### src/rtl/mram_burst_sequencer.sv
// Bus-cycle sequencer for an external parallel MRAM: one command per burst,
// auto-incrementing word address, registered strobes with parameterised wait states.
module mram_burst_sequencer #(
    parameter int ADDR_WIDTH  = 20,
    parameter int DATA_WIDTH  = 16,
    parameter int LEN_WIDTH   = 8,
    parameter int WR_CYCLES   = 4,
    parameter int RD_CYCLES   = 4,
    parameter int TURN_CYCLES = 1
) (
    input  logic                  clk,
    input  logic                  rst,
    input  logic                  cmd_valid,
    output logic                  cmd_ready,
    input  logic                  cmd_write,
    input  logic [1:0]            cmd_byte_sel,
    input  logic [ADDR_WIDTH-1:0] cmd_addr,
    input  logic [LEN_WIDTH-1:0]  cmd_len,
    input  logic [DATA_WIDTH-1:0] wdata,
    input  logic                  wdata_valid,
    output logic                  wdata_ready,
    output logic [DATA_WIDTH-1:0] rdata,
    output logic                  rdata_valid,
    input  logic                  rdata_ready,
    output logic                  busy,
    output logic                  done,
    output logic [ADDR_WIDTH-1:0] mram_addr,
    output logic [DATA_WIDTH-1:0] mram_dq_out,
    output logic                  mram_dq_oe,
    input  logic [DATA_WIDTH-1:0] mram_dq_in,
    output logic                  chip_en_n,
    output logic                  write_en_n,
    output logic                  out_en_n,
    output logic                  lower_byte_en_n,
    output logic                  upper_byte_en_n
);

    localparam int CNT_W = 16;
    localparam int HALF  = DATA_WIDTH / 2;

    typedef enum logic [2:0] {
        IDLE,
        SETUP,
        WR_PULSE,
        RD_WAIT,
        RD_PRESENT,
        RECOVER
    } state_t;

    state_t               state;
    logic                 is_write;
    logic [1:0]           byte_sel;
    logic [LEN_WIDTH-1:0] remaining;
    logic [CNT_W-1:0]     cnt;

    // Returns {upper_byte_en_n, lower_byte_en_n} for a byte-select code.
    function automatic logic [1:0] lanes(input logic [1:0] sel);
        case (sel)
            2'b01:   lanes = 2'b10;
            2'b10:   lanes = 2'b01;
            default: lanes = 2'b00;
        endcase
    endfunction

    function automatic logic [DATA_WIDTH-1:0] capture(input logic [1:0] sel,
                                                      input logic [DATA_WIDTH-1:0] dq);
        case (sel)
            2'b01:   capture = {{(DATA_WIDTH-HALF){1'b0}}, dq[HALF-1:0]};
            2'b10:   capture = {{(DATA_WIDTH-HALF){1'b0}}, dq[DATA_WIDTH-1:HALF]};
            default: capture = dq;
        endcase
    endfunction

    // All outputs are registered; each transition sets the strobes for the state it enters.
    always_ff @(posedge clk) begin
        if (!rst) begin
            state           <= IDLE;
            is_write        <= 1'b0;
            byte_sel        <= 2'b00;
            remaining       <= '0;
            cnt             <= '0;
            cmd_ready       <= 1'b0;
            wdata_ready     <= 1'b0;
            rdata           <= '0;
            rdata_valid     <= 1'b0;
            busy            <= 1'b0;
            done            <= 1'b0;
            mram_addr       <= '0;
            mram_dq_out     <= '0;
            mram_dq_oe      <= 1'b0;
            chip_en_n       <= 1'b1;
            write_en_n      <= 1'b1;
            out_en_n        <= 1'b1;
            lower_byte_en_n <= 1'b1;
            upper_byte_en_n <= 1'b1;
        end else begin
            done <= 1'b0;
            case (state)
                IDLE: begin
                    cmd_ready <= 1'b1;
                    busy      <= 1'b0;
                    if (cmd_valid && cmd_ready) begin
                        is_write    <= cmd_write;
                        byte_sel    <= cmd_byte_sel;
                        remaining   <= cmd_len;
                        mram_addr   <= cmd_addr;
                        cmd_ready   <= 1'b0;
                        busy        <= 1'b1;
                        chip_en_n   <= 1'b0;
                        {upper_byte_en_n, lower_byte_en_n} <= lanes(cmd_byte_sel);
                        wdata_ready <= cmd_write;
                        state       <= SETUP;
                    end
                end
                SETUP: begin
                    if (is_write) begin
                        if (wdata_valid && wdata_ready) begin
                            wdata_ready <= 1'b0;
                            mram_dq_out <= wdata;
                            mram_dq_oe  <= 1'b1;
                            write_en_n  <= 1'b0;
                            cnt         <= CNT_W'(WR_CYCLES - 1);
                            state       <= WR_PULSE;
                        end
                    end else begin
                        out_en_n <= 1'b0;
                        cnt      <= CNT_W'(RD_CYCLES - 1);
                        state    <= RD_WAIT;
                    end
                end
                WR_PULSE: begin
                    if (cnt == '0) begin
                        write_en_n      <= 1'b1;
                        chip_en_n       <= 1'b1;
                        lower_byte_en_n <= 1'b1;
                        upper_byte_en_n <= 1'b1;
                        cnt             <= CNT_W'(TURN_CYCLES - 1);
                        done            <= (remaining == '0) && (TURN_CYCLES == 1);
                        state           <= RECOVER;
                    end else begin
                        cnt <= cnt - CNT_W'(1);
                    end
                end
                RD_WAIT: begin
                    if (cnt == '0) begin
                        out_en_n        <= 1'b1;
                        chip_en_n       <= 1'b1;
                        lower_byte_en_n <= 1'b1;
                        upper_byte_en_n <= 1'b1;
                        rdata           <= capture(byte_sel, mram_dq_in);
                        rdata_valid     <= 1'b1;
                        state           <= RD_PRESENT;
                    end else begin
                        cnt <= cnt - CNT_W'(1);
                    end
                end
                RD_PRESENT: begin
                    if (rdata_ready) begin
                        rdata_valid <= 1'b0;
                        cnt         <= CNT_W'(TURN_CYCLES - 1);
                        done        <= (remaining == '0) && (TURN_CYCLES == 1);
                        state       <= RECOVER;
                    end
                end
                RECOVER: begin
                    // Write data stays driven through recovery as hold time, released on exit.
                    if (cnt == '0) begin
                        mram_dq_oe <= 1'b0;
                        if (remaining != '0) begin
                            remaining   <= remaining - LEN_WIDTH'(1);
                            mram_addr   <= mram_addr + ADDR_WIDTH'(1);
                            chip_en_n   <= 1'b0;
                            {upper_byte_en_n, lower_byte_en_n} <= lanes(byte_sel);
                            wdata_ready <= is_write;
                            state       <= SETUP;
                        end else begin
                            cmd_ready <= 1'b1;
                            busy      <= 1'b0;
                            state     <= IDLE;
                        end
                    end else begin
                        cnt  <= cnt - CNT_W'(1);
                        done <= (cnt == CNT_W'(1)) && (remaining == '0);
                    end
                end
                default: state <= IDLE;
            endcase
        end
    end

endmodule

### config.mk
export PLATFORM = sky130hd
export DESIGN_NAME = mram_burst_sequencer
export DESIGN_NICKNAME = d
export VERILOG_FILES = /design/src/rtl/mram_burst_sequencer.sv
export SDC_FILE = /design/constraint.sdc
export NUM_CORES = 1
export LEC_CHECK = 0
export ABC_AREA = 1
export CORE_ASPECT_RATIO = 1.5
export CORE_MARGIN = 2
export CORE_UTILIZATION = 40
export CTS_CLUSTER_SIZE = 12
export DETAILED_ROUTE_END_ITERATION = 16
export GPL_TIMING_DRIVEN = 0
export MAX_ROUTING_LAYER = met4
export PLACE_DENSITY = 0.68
export SLEW_MARGIN = 20
export SYNTH_ARGS = -nofsm -noshare
export SYNTH_HDL_FRONTEND = slang
export SYNTH_SLANG_ARGS = --single-unit
### constraint.sdc
create_clock -name clk -period 4.95 [get_ports clk]
set_input_delay 0.7425 -clock clk [delete_from_list [all_inputs] [get_ports clk]]
set_output_delay 0.7425 -clock clk [all_outputs]
set_load 0.03 [all_outputs]
==> metrics.md, run 1 <==
| Metric | Value |
|---|---|
| Run status | finished clean |
| First-pass GRT wire length | about 24000 um |
| Fin Setup TNS | 0 ps |
| Setup crit start kind | input pin |
| Number of remaining DRC errors | 0 |
| Routed vias | ~5.3k |
| Die Wd | around 96 um |
| Fillers | around 1.2k |
| DR pass1 iterations | 5 |
| Clock buffer count from CTS | 9 |
| Design area | ~7000 um2 |
| Ys Warns | 0 |
| Placed cell count | between 1k and 1.5k |
| Min-delay worst type | flop to flop |
| H-tree levels | 3 |
| Post-synth EDFFs | 0 |
| Fin Hold WS | approximately 460 ps |
| Leading area contributor after synthesis | dfxtp_1 |
| 1st-iter DRT viols | ~220 |
| Largest net degree at the start of global routing | 16 |
| Cell Pwr Density | 578 nW/um2 |
| # rows | 50 |
| Critical path endpoint category | flop |
| Worst slew pin tran | roughly 620 ps |
| Slowest cell on crit path | clkdlybuf4s50_1 |
| Post-CTS sizing | 0 |
| ANT nets after route | 0 |
| Met1 WL | ~6000 um |
| Met2 routed WL | between 8000 and 9000 um |
| Slew HR | 0.582 |
| Max Freq | between 400 and 500 MHz |
| Slowest stage delay, CP | around 540 ps |
| Setup-failing EPs final | 0 |
| Synthesized area | between 5000 and 6000 um2 |
| Arrival @ worst endpoint | between 2000 and 3000 ps |
| VDD IR-drop max | between 0.3 and 0.4 mV |
| Yosys top cell area share | 0.369 |
| Root buffer cell | clkbuf_16 |
| Non-filler cells, final | ~1.1k |
| Critical Path RT | 5220 ps |
| Max_cap viols | 0 |
| Detailed Route WL | roughly 15000 um |
| Worst path cell trace | clkdlybuf4s50_1, clkbuf_1, buf_1, o21ai_0, a21oi_1 |
| Final Cycle Share | 0.465 |
| Hold buffers post-CTS | 0 |
| Syn Inst Count | 767 |
| Utilization after layout | 0.550 |
| Yosys reg bits | just over 90 |
| Die Span Y | 142 um |
| Synth cell count leaders | nand2_1 (175), nor2_1 (117), dfxtp_1 (93) |
| Synth unique cells | 42 |
| Hold path cells | 2 |
| Worst-Skew Late Latency | between 300 and 400 ps |
| Final #Nets | 984 |
| Antenna cells | 0 |
| Initial antenna violation count | 0 |
| Layout cells sized above 1 | 0.0811 |
| Post-DP Area | between 6000 and 7000 um2 |
| Mean Syn Cell Area | ~6.6 um2 |
| Synth top area cells | dfxtp_1 (37%), nand2_1 (13%), nor2_1 (8.7%) |
| IO Pins | around 130 |
| Hold violation total from the final report | 0 |
| Dpl hpwl | between 10000 and 15000 um |
| Synthesis-to-finish area growth | 34.9% |
| Vias in the first global route | approximately 5.1k |
| Post-DR wirelength/cell | between 10 and 15 um |
| Mapped Nets | between 800 and 900 |
| Final RePlAce weighted congestion | 0.892 |
| Port bufs | 130 |
| P_leak | around 2.8 nW |
| Multi-input logic area | 2720 um2 |
| Remaining global-route overflow | 0 |
| Top_reg_cell synth | dfxtp_1 |
| RSZ-0062 raised after global routing | false |
| Critical path class | input pin to flop |
| Routed vias/inst | 5.00 |
| CP max FO | 10 |
| Core Footprint | roughly 12000 um2 |
| Worst-case reg-to-reg path depth | 9 |
| Slew Limit Fails | 0 |
| Most common cell in the netlist | nand2_1 |
| FF+latch area | roughly 1900 um2 |
| DR WL met3 | between 600 and 700 um |
| Clock Skew | 9.34 ps |
| CTS tree | done |
| Top routing layer in use | met4 |
| Max Buffers Root-to-Sink | 2 |
| Synth async-reset ratio | 0 |
| Fin crit period | around 2300 ps |
| Post-CTS Setup Inserts | 0 |
| Sequential element share of the synthesized area | 0.369 |
| GRT Util Overall | 0.240 |
| CTS Sinks | 93 |
| Initial core utilization | 0.407 |
| CTS clk-pin slew, worst paths | around 70 ps |
| Area of the die | approximately 14000 um2 |
-- sequential cells by signal, indices dropped and copies added, names as in the netlist, 2 cells and up --
signal	flops
rdata	16
mram_dq_out	16
remaining	8
mram_addr	20
byte_sel	2
cnt	16
state	3
-- path summary, 6_finish.rpt --
| check | slack [ps] | start | end |
|---|---|---|---|
| worst max-delay path | 2650 | rst | byte_sel[0] |
| worst min-delay path | 460 | rdata[12] | rdata[12] |
| worst max register to register | 2900 | cnt[0] | cnt[7] |
| worst min register to register | 460 | rdata[12] | rdata[12] |
-- per-stage QoR --
step	power, mW	worst slack (ps)
floorplan	2.66	3250
global placement	3.28	2340
detailed placement	3.30	2330
CTS	3.96	2650
global route	4.28	2540
finish	3.94	2650
-- kinds of logic (layout without fill, tap and decap cells) --
logic type | count (synthesis) | count (layout) | share of synthesized area
compound gates | 151 | 151 | 0.166
xor+xnor | 2 | 2 | 0.00347
fa+ha+maj | 8 | 8 | 0.0198
buf+inv | 112 | 257 | 0.0925
flops | 93 | 93 | 0.369
simple gates | 401 | 401 | 0.350
-- metal layers --
layer	vias up	track usage
li1	2774	-
met1	2404	0.258
met2	129	0.424
met3	31	0.0324
met4	0	0.114
met5	-	-
-- critical path: cells and delay by family --
family	cells	cell delay (ps)
buf+inv	3	1480
compound gates	2	350
-- cells in the final DEF, fill, tap and decap left out, types with 2 or more instances in the layout --
master / Yosys / final
nor2_4: 3 / 3
clkbuf_1: 10 / 11
inv_6: 0 / 2
o21a_1: 3 / 3
a21oi_1: 49 / 49
buf_4: 4 / 4
o211ai_1: 6 / 6
clkinv_1: 2 / 2
o21ai_1: 16 / 16
clkdlybuf4s50_1: 0 / 130
ha_1: 8 / 8
xor2_1: 2 / 2
dfxtp_1: 93 / 93
or2_2: 13 / 13
nor2_1: 117 / 117
buf_1: 2 / 2
buf_2: 6 / 6
nand3_2: 3 / 3
clkbuf_16: 0 / 9
buf_6: 3 / 3
nand3b_1: 3 / 3
nand4_1: 13 / 13
nor3_1: 8 / 8
nand3_1: 47 / 47
o22ai_1: 3 / 3
nor2_2: 6 / 6
clkinv_2: 1 / 3
inv_1: 77 / 77
nand2_2: 8 / 8
o21bai_1: 3 / 3
nand2_1: 175 / 175
o21ai_0: 57 / 57
inv_2: 7 / 7
a22oi_1: 8 / 8
-- layout make-up --
class,instances,area share
buffer,25,0.0204
clock buffer,10,0.0336
clock inverter,5,0.00533
inverter,87,0.0481
multi-input combinational,562,0.399
sequential,93,0.273
tap,156,0.0287
timing repair buffer,130,0.191
-- report_power, final --
group	switching, mW	internal (mW)	total (mW)
logic	1.35	0.779	2.13
clock network	0.306	0.341	0.647
registers	0.214	0.946	1.16
total	1.87	2.07	3.94
Note: power is estimated with default switching activity, not from simulation.
==> run 2, diff against run 1 <==
- PLACE_DENSITY: 0.68 -> 0.7
- clock period: 4.95 -> 1.9 ns (I/O delays scaled with it)
==> run 2 against run 1 <==
Against the previous run:
- sequential share of layout area decreased by 0.51 points
- sequential cell count unchanged
- core utilization increased by 1.2 points
- global-route usage increased by 0.15 points
- clock skew decreased by 0.59 ps
- via count increased by 0.22%
- count of clock-buffer cells in the layout unchanged
- sequential power increased to 2.6 times the previous value
- register-to-register slack got worse by 2800 ps
- first-iteration DRC count increased by 7.7%
- clock power increased to 2.8 times the previous value
- design area increased by 2.2%
- critical path type is now flop to primary output
- largest cell class unchanged
==> metrics.md, run 2 (synthesized netlist as in run 1, its figures left out) <==
| Metric | Value |
|---|---|
| Port bufs | 130 |
| Initial antenna violation count | 0 |
| Largest net degree at the start of global routing | 18 |
| CP max FO | 7 |
| Fin Hold WS | 462 ps |
| Routed vias/inst | approximately 5.0 |
| Synthesis-to-finish area growth | 37.9% |
| Fin crit period | 1810 ps |
| Cell Pwr Density | 1530 nW/um2 |
| Fillers | approximately 1.2k |
| GRT Util Overall | 0.241 |
| Dpl hpwl | between 10000 and 15000 um |
| Worst slew pin tran | approximately 600 ps |
| Initial core utilization | 0.407 |
| Root buffer cell | clkbuf_16 |
| Area of the die | 13600 um2 |
| Final #Nets | approximately 990 |
| Fin Setup TNS | 0 ps |
| Met1 WL | roughly 6300 um |
| Final Cycle Share | 0.950 |
| Most frequent cells in the layout | nand2_1 (173), clkdlybuf4s50_1 (130), nor2_1 (112) |
| Crit path buffers/inverters | 1 |
| Slew HR | 0.587 |
| Max Buffers Root-to-Sink | 2 |
| Largest delay share family, worst path | buffers and inverters |
| Max_cap viols | 0 |
| Min-delay worst type | flop to flop |
| Max Freq | ~550 MHz |
| Slowest cell on crit path | clkdlybuf4s50_1 |
| RSZ-0062 raised after global routing | true |
| Critical Path RT | around 1600 ps |
| DR pass1 iterations | 5 |
| Final RePlAce weighted congestion | 0.896 |
| Setup crit start kind | flop |
| IO Pins | between 100 and 150 |
| Slowest stage delay, CP | between 700 and 800 ps |
| Setup-failing EPs final | 0 |
| Power Total | between 10 and 15 mW |
| Arrival @ worst endpoint | 1520 ps |
| Slew Limit Fails | 0 |
| Met2 routed WL | between 8000 and 9000 um |
| Core Footprint | approximately 12000 um2 |
| Top routing layer in use | met4 |
| Critical path class | flop to primary output |
| Routed vias | 5350 |
| Vias in the first global route | 5064 |
| Largest Register | mram_addr |
| ANT nets after route | 0 |
| First-pass GRT wire length | roughly 25000 um |
| Post-DR wirelength/cell | between 10 and 15 um |
| Die Wd | ~96 um |
| # rows | 50 |
| DR WL met3 | between 700 and 800 um |
| CTS clk-pin slew, worst paths | 70 ps |
| Post-DP Area | between 6000 and 7000 um2 |
| Layout cells sized above 1 | 0.107 |
| Critical path endpoint category | primary output |
| Commonest non-fill, non-tap cell in the layout | nand2_1 |
| Die Span Y | ~140 um |
| Hold violation total from the final report | 0 |
| Antenna cells | 0 |
| Run status | finished clean |
| Max reg flops | 20 |
| CTS tree | done |
| 1st-iter DRT viols | around 240 |
| H-tree levels | 3 |
| Remaining global-route overflow | 0 |
| Clock buffer count from CTS | 9 |
| Worst-Skew Late Latency | 350 ps |
| P_leak | approximately 2.9 nW |
| Detailed Route WL | roughly 16000 um |
| Clock Skew | ~8.7 ps |
| Worst path cell trace | clkdlybuf4s50_1 |
| Number of remaining DRC errors | 0 |
| FF+latch area | between 1500 and 2000 um2 |
| Design area | just under 7000 um2 |
| Multi-input logic area | between 2000 and 3000 um2 |
| CTS Sinks | 93 |
| VDD IR-drop max | about 0.95 mV |
run 2: power by group:
| part | total (mW) | internal, mW | switching, mW |
|---|---|---|---|
| logic | 5.83 | 2.16 | 3.68 |
| clock network | 1.81 | 0.951 | 0.861 |
| registers | 3.03 | 2.47 | 0.564 |
run 2: path summary, 6_finish.rpt:
check	from	endpoint	slack, ps	cells past startpoint
min reg2reg	rdata[10]	rdata[10]	460	2
max	mram_addr[16]	mram_addr[16]	90	1
max reg2reg	cnt[8]	mram_addr[14]	110	8
min	rdata[10]	rdata[10]	460	2
run 2: worst reg2reg max path: cells and delay by family (launching register included):
family / cells / cell delay, ps
AO/OA/AOI/OAI: 2 / 390
buffers and inverters: 1 / 190
flip-flops: 1 / 330
AND/OR/NAND/NOR: 5 / 800
run 2: area by class of cell:
cell class / count / share of cell area
clock buffers: 10 / 0.0343
clock inverters: 6 / 0.00755
multi-input cells: 562 / 0.400
inverters: 87 / 0.0471
well taps: 156 / 0.0281
flip-flops and latches: 93 / 0.268
plain buffers: 25 / 0.0228
repair buffers: 134 / 0.191
run 2: layer usage:
metal	up-vias	GRT usage
met2	129	0.420
met4	0	0.0880
li1	2778	-
met1	2419	0.273
met5	-	-
met3	24	0.0404
run 2: through the flow:
stage / util / worst slack (ps) / cells
4_1_cts: 0.554 / 10.4 / 1069
2_1_floorplan: - / 269 / 767
5_1_grt: 0.562 / -20.8 / 1073
3_5_place_dp: 0.528 / -283 / 1053
6_report: 0.562 / 94.6 / 1073
3_3_place_gp: 0.528 / -265 / 1053
run 2: what timing repair did:
item                                    in CTS  in global routing
hold buffers                                 0                  0
pin swaps                                    0                  4
resized for setup                            7                 25
endpoints found under the setup margin      42                 79
buffers inserted                             0                  4
==> run 3, diff against run 2 <==
- CTS_CLUSTER_SIZE: 12 -> 16
==> results of run 3 <==
No change in the layout: final DEF, timing and power equal those of run 2.
